==> config.mk <==
export PLATFORM = sky130hd
export DESIGN_NAME = wb_port_arbiter
export DESIGN_NICKNAME = d
export VERILOG_FILES = /design/src/rtl/wb_port_arbiter.sv
export SDC_FILE = /design/constraint.sdc
export NUM_CORES = 1
export LEC_CHECK = 0
export ABC_AREA = 1
export CAP_MARGIN = 20
export CORE_MARGIN = 8
export CORE_UTILIZATION = 42
export DETAILED_ROUTE_END_ITERATION = 10
export PLACE_DENSITY = 0.86
export SYNTH_ARGS = -nofsm -noshare
export SYNTH_HDL_FRONTEND = slang
export SYNTH_SLANG_ARGS = --single-unit
==> constraint.sdc <==
create_clock -name clk -period 3.65 [get_ports clk]
set_clock_uncertainty 0.05 [all_clocks]
set_input_delay 0.5475 -clock clk [delete_from_list [all_inputs] [get_ports clk]]
set_output_delay 0.5475 -clock clk [all_outputs]
set_load 0.1 [all_outputs]
==> src/rtl/wb_port_arbiter.sv <==
// -----------------------------------------------------------------------------
// wb_port_arbiter
//
// Shares the single register-file write-back port between two producers:
// requester A (ALU result) and requester B (load data). The arbiter grants at
// most one requester per cycle using valid/ready handshakes. It round-robins
// between the two under contention. It drives the select of the 2:1 write-back
// data mux and registers the winning write for the register file.
//
// Ports
//   clk, rst_n          rising-edge clock, asynchronous active-low reset
//   stall               write-back stall; while high nothing is granted
//   a_valid/addr/data   requester A write request (ALU)
//   a_ready             A accepted this cycle (combinational grant)
//   b_valid/addr/data   requester B write request (load)
//   b_ready             B accepted this cycle (combinational grant)
//   mux_sel             write-back data mux select, 0=A, 1=B (combinational,
//                       holds its last value when nothing is granted)
//   rf_we/waddr/wdata   registered register-file write, one cycle after the
//                       transfer; writes to register 0 are dropped
// -----------------------------------------------------------------------------
module wb_port_arbiter #(
  parameter int W  = 32,
  parameter int AW = 5
) (
  input  logic          clk,
  input  logic          rst_n,
  input  logic          stall,
  input  logic          a_valid,
  input  logic [AW-1:0] a_addr,
  input  logic [W-1:0]  a_data,
  output logic          a_ready,
  input  logic          b_valid,
  input  logic [AW-1:0] b_addr,
  input  logic [W-1:0]  b_data,
  output logic          b_ready,
  output logic          mux_sel,
  output logic          rf_we,
  output logic [AW-1:0] rf_waddr,
  output logic [W-1:0]  rf_wdata
);

  typedef enum logic [1:0] {
    GNT_NONE = 2'b00,
    GNT_A    = 2'b01,
    GNT_B    = 2'b10
  } grant_e;

  // Round-robin pointer: 1 means B won the most recent transfer, so A gets
  // priority on the next contention. It resets to 1, which lets A win first.
  logic          last_b_q,   last_b_d;
  // Registered copy of the mux select. It keeps the datapath select steady
  // through idle cycles instead of snapping back to a default.
  logic          mux_sel_q,  mux_sel_d;
  logic          rf_we_q,    rf_we_d;
  logic [AW-1:0] rf_waddr_q, rf_waddr_d;
  logic [W-1:0]  rf_wdata_q, rf_wdata_d;

  grant_e        grant;
  logic [AW-1:0] win_addr;
  logic [W-1:0]  win_data;

  // Grant decision. It looks only at stall, the valids and the round-robin
  // pointer. It never depends on downstream readiness, because the register
  // file write port always accepts. Readies are held low during reset, so
  // nothing can be accepted while the state is being cleared.
  // NOTE: every signal assigned in an always_comb gets a default on the first
  // line. A path that leaves a signal unassigned would infer a latch.
  always_comb begin
    grant = GNT_NONE;
    if (rst_n && !stall) begin
      unique case ({a_valid, b_valid})
        2'b10:   grant = GNT_A;
        2'b01:   grant = GNT_B;
        2'b11:   grant = last_b_q ? GNT_A : GNT_B;
        default: grant = GNT_NONE;
      endcase
    end
  end

  assign a_ready = (grant == GNT_A);
  assign b_ready = (grant == GNT_B);

  // Winning request. A grant implies the matching valid, so every granted
  // cycle is a transfer.
  always_comb begin
    win_addr = a_addr;
    win_data = a_data;
    if (grant == GNT_B) begin
      win_addr = b_addr;
      win_data = b_data;
    end
  end

  // Next-state logic for the pointer, the select and the write register.
  always_comb begin
    last_b_d   = last_b_q;
    mux_sel_d  = mux_sel_q;
    rf_we_d    = 1'b0;
    rf_waddr_d = rf_waddr_q;
    rf_wdata_d = rf_wdata_q;

    if (grant != GNT_NONE) begin
      last_b_d  = (grant == GNT_B);
      mux_sel_d = (grant == GNT_B);
      // Register 0 is hardwired to zero. The handshake still completes and
      // the pointer still advances, but no write reaches the register file.
      // The address and data registers keep the last real write.
      if (win_addr != '0) begin
        rf_we_d    = 1'b1;
        rf_waddr_d = win_addr;
        rf_wdata_d = win_data;
      end
    end
  end

  // The select follows the grant in the same cycle and falls back to the
  // registered value when idle. Reset clears mux_sel_q and blocks any grant,
  // so mux_sel reads 0 during reset.
  assign mux_sel = (grant == GNT_NONE) ? mux_sel_q : (grant == GNT_B);

  // NOTE: sequential state uses non-blocking assignments only. Every flop then
  // samples pre-edge values no matter what order the statements run in.
  always_ff @(posedge clk or negedge rst_n) begin
    if (!rst_n) begin
      last_b_q   <= 1'b1;
      mux_sel_q  <= 1'b0;
      rf_we_q    <= 1'b0;
      rf_waddr_q <= '0;
      rf_wdata_q <= '0;
    end else begin
      last_b_q   <= last_b_d;
      mux_sel_q  <= mux_sel_d;
      rf_we_q    <= rf_we_d;
      rf_waddr_q <= rf_waddr_d;
      rf_wdata_q <= rf_wdata_d;
    end
  end

  assign rf_we    = rf_we_q;
  assign rf_waddr = rf_waddr_q;
  assign rf_wdata = rf_wdata_q;

endmodule

==> results_dict.tcl <==
set metrics [dict create \
    wirelength_mm 6.65 \
    synth_nets 394 \
    synth_compound_area_share_pct 1.56 \
    fp.dieH_um 87.8 \
    io_pins 120 \
    synth-simple-area-share_pct 44.2 \
    grt_max_degree 38 \
    yosys_warnings 0 \
    required_ns 3.05 \
    max-cap-violations 0 \
    overflow 0 \
    diodes 0 \
    period_needed_ns 2.84 \
    synth-adder-area-share_pct 0 \
    cts_root_buf "clkbuf_8" \
    synth_seq_cells 40 \
    critPathKind "in2out" \
    drt_pass1_iterations 4 \
    nFillCells 452 \
    io_buffer_count 119 \
    final_common_cell "nand2_1" \
    seqPwrFrac_pct 27.2 \
    p_per_area_nw_per_um2 642 \
    status "completed" \
    end_kind "primary output" \
    antenna_found_initial 0 \
    cts.repair.resized 0 \
    post_cts_buffers 0 \
    layout-drive-gt1-share_pct 5.81 \
    syn-instance-count 315 \
    clkTransAtPathRegs_ns 0.08 \
    power_leakage_nw 1.82 \
    slew_violations 0 \
    power.share.combinational_pct 59.5 \
    core_area_um2 5040 \
    mostFrequentLayoutCells "nand2_1 (192), clkdlybuf4s50_1 (115), dfrtp_1 (39)" \
    start_util_pct 42.9 \
    htreeDepth 2 \
    avgSynthCellArea_um2 6.87 \
    grt_first_pass_wirelength_mm 10.7 \
    ys_types 17 \
    num_vias 2307 \
    rsz0062_at_grt "no" \
    die_w_um 87.8 \
    timing.slew.headroom_pct 32.5 \
    cp-start-kind "input pin" \
    dp_hpwl_mm 5.17 \
    synth-xor-area-share_pct 0 \
    cts_tree "yes" \
    cts_buffers 5 \
    finalPower_mw 2.24 \
    worst_pin_slew_ns 1.01 \
    vias_per_cell 4.61 \
    switching_share_pct 54.1 \
    cts_sinks 40 \
    gp_congestion 0.780 \
    drcViolationCount 0 \
    fin_tns_setup_ns 0 \
    ant_nets 0 \
    intPower_mw 1.03 \
    ctsHoldBuffers 0 \
    grt_pass1_vias 2335 \
    setup_viol 0 \
    wl_per_cell_um 13.3 \
    area_delta_synth_final_pct 61.6 \
    hold_viol 0 \
    synth_top_family_by_area "simple AND/OR/NAND/NOR gates" \
    syn_area_um2 2160 \
    period_share_pct 77.9 \
    vdd.ir_drop.worst_uv 312 \
    cp_data_arrival_time_ns 2.25 \
    synthMuxAreaShare_pct 0 \
    hp-class "in2async" \
    p_clk_share_pct 13.3 \
    path_max_fanout 34 \
    grt_usage_pct 17.4 \
    die_area_um2 7710 \
    insertion_delay_ns 0.28 \
    switchingPower_mw 1.21 \
    ctsLongestPathBuffers 2 \
    rows 26 \
    first_iter_violations 90 \
    max_freq_mhz 352 \
    synth-seq-area-share_pct 46.3 \
    nets 508 \
]
worst max-delay path, stage by stage:
cell	delay [ns]
clkdlybuf4s50_1	0.63
nand4_4	0.34
inv_2	0.14
buf_4	0.35
buf_12	0.23
synth_stat cells:
master	n	area, um2
buf_6	4	45.0
inv_2	2	7.51
nand4_4	1	21.3
o21ai_0	1	5.00
inv_1	17	63.8
o21bai_2	1	11.3
nand2_1	192	721
nor2_1	2	7.51
nor2_2	1	6.26
buf_2	6	30.0
clkbuf_1	7	26.3
a21oi_2	1	8.76
o21ai_2	1	8.76
nand4_1	4	25.0
nand3_1	35	175
dfrtp_1	39	976
dfstp_2	1	26.3
power by group through the flow:
stage	clock network (mW)	logic, mW	registers, mW
floorplan	0	0.192	1.39
global placement	0	1.33	0.613
detailed placement	0	1.34	0.618
CTS	0.302	1.35	0.611
global route	0.321	1.39	0.624
finish	0.298	1.34	0.610
cells by family (layout without fill, tap and decap cells):
family | after synthesis | count (layout)
AOI/OAI and AO/OA | 4 | 4
buffers and inverters | 36 | 151
DFF | 40 | 40
and+or+nand+nor | 235 | 235
layer usage:
| layer | track usage (%) | up-vias | routed length [um] |
|---|---|---|---|
| met2 | 30.6 | 71 | 3330 |
| met4 | 3.28 | 0 | 32 |
| met3 | 4.97 | 4 | 547 |
| li1 | - | 1190 | - |
| met1 | 20.5 | 1042 | 2750 |
| met5 | 0 | - | 0 |
cell type report:
cell class	instances	area [um2]	area share (%)
tap	70	87.6	2.50
clock buffer	6	82.6	2.36
sequential	40	1000	28.7
multi-input combinational	239	990	28.3
timing repair buffer	124	1250	35.8
clock inverter	2	10.0	0.286
inverter	19	71.3	2.04
flip-flops by register name, indices dropped and copies added (netlist names):
name       cells
rf_waddr       5
rf_wdata      32
last_b_q       1
rf_we          1
mux_sel_q      1
stage by stage:
step / area [um2] / util (%) / hold slack [ns] / setup slack, ns / std cells
after floorplan: 2160 / - / 0.202 / 0.572 / 315
after global placement: 3400 / 67.5 / 0.403 / 0.862 / 492
after detailed placement: 3400 / 67.5 / 0.396 / 0.789 / 492
after CTS: 3500 / 69.4 / 0.0884 / 0.806 / 500
after global routing: 3500 / 69.4 / 0.0989 / 0.679 / 500
final: 3500 / 69.4 / 0.0878 / 0.807 / 500
final timing paths:
check                             start      endpoint  slack, ns  depth (start not counted)
setup / recovery                b_valid       b_ready       0.81                          5
hold / removal                    rst_n     mux_sel_q       0.09                          1
setup reg to reg               last_b_q  rf_wdata[15]       1.39                          9
hold reg to reg            rf_wdata[12]  rf_wdata[12]       0.42                          2
max in group asynchronous         rst_n  rf_wdata[17]       2.77                          2
min in group clk           rf_wdata[12]  rf_wdata[12]       0.42                          2
Note: power is estimated with default switching activity, not from simulation.
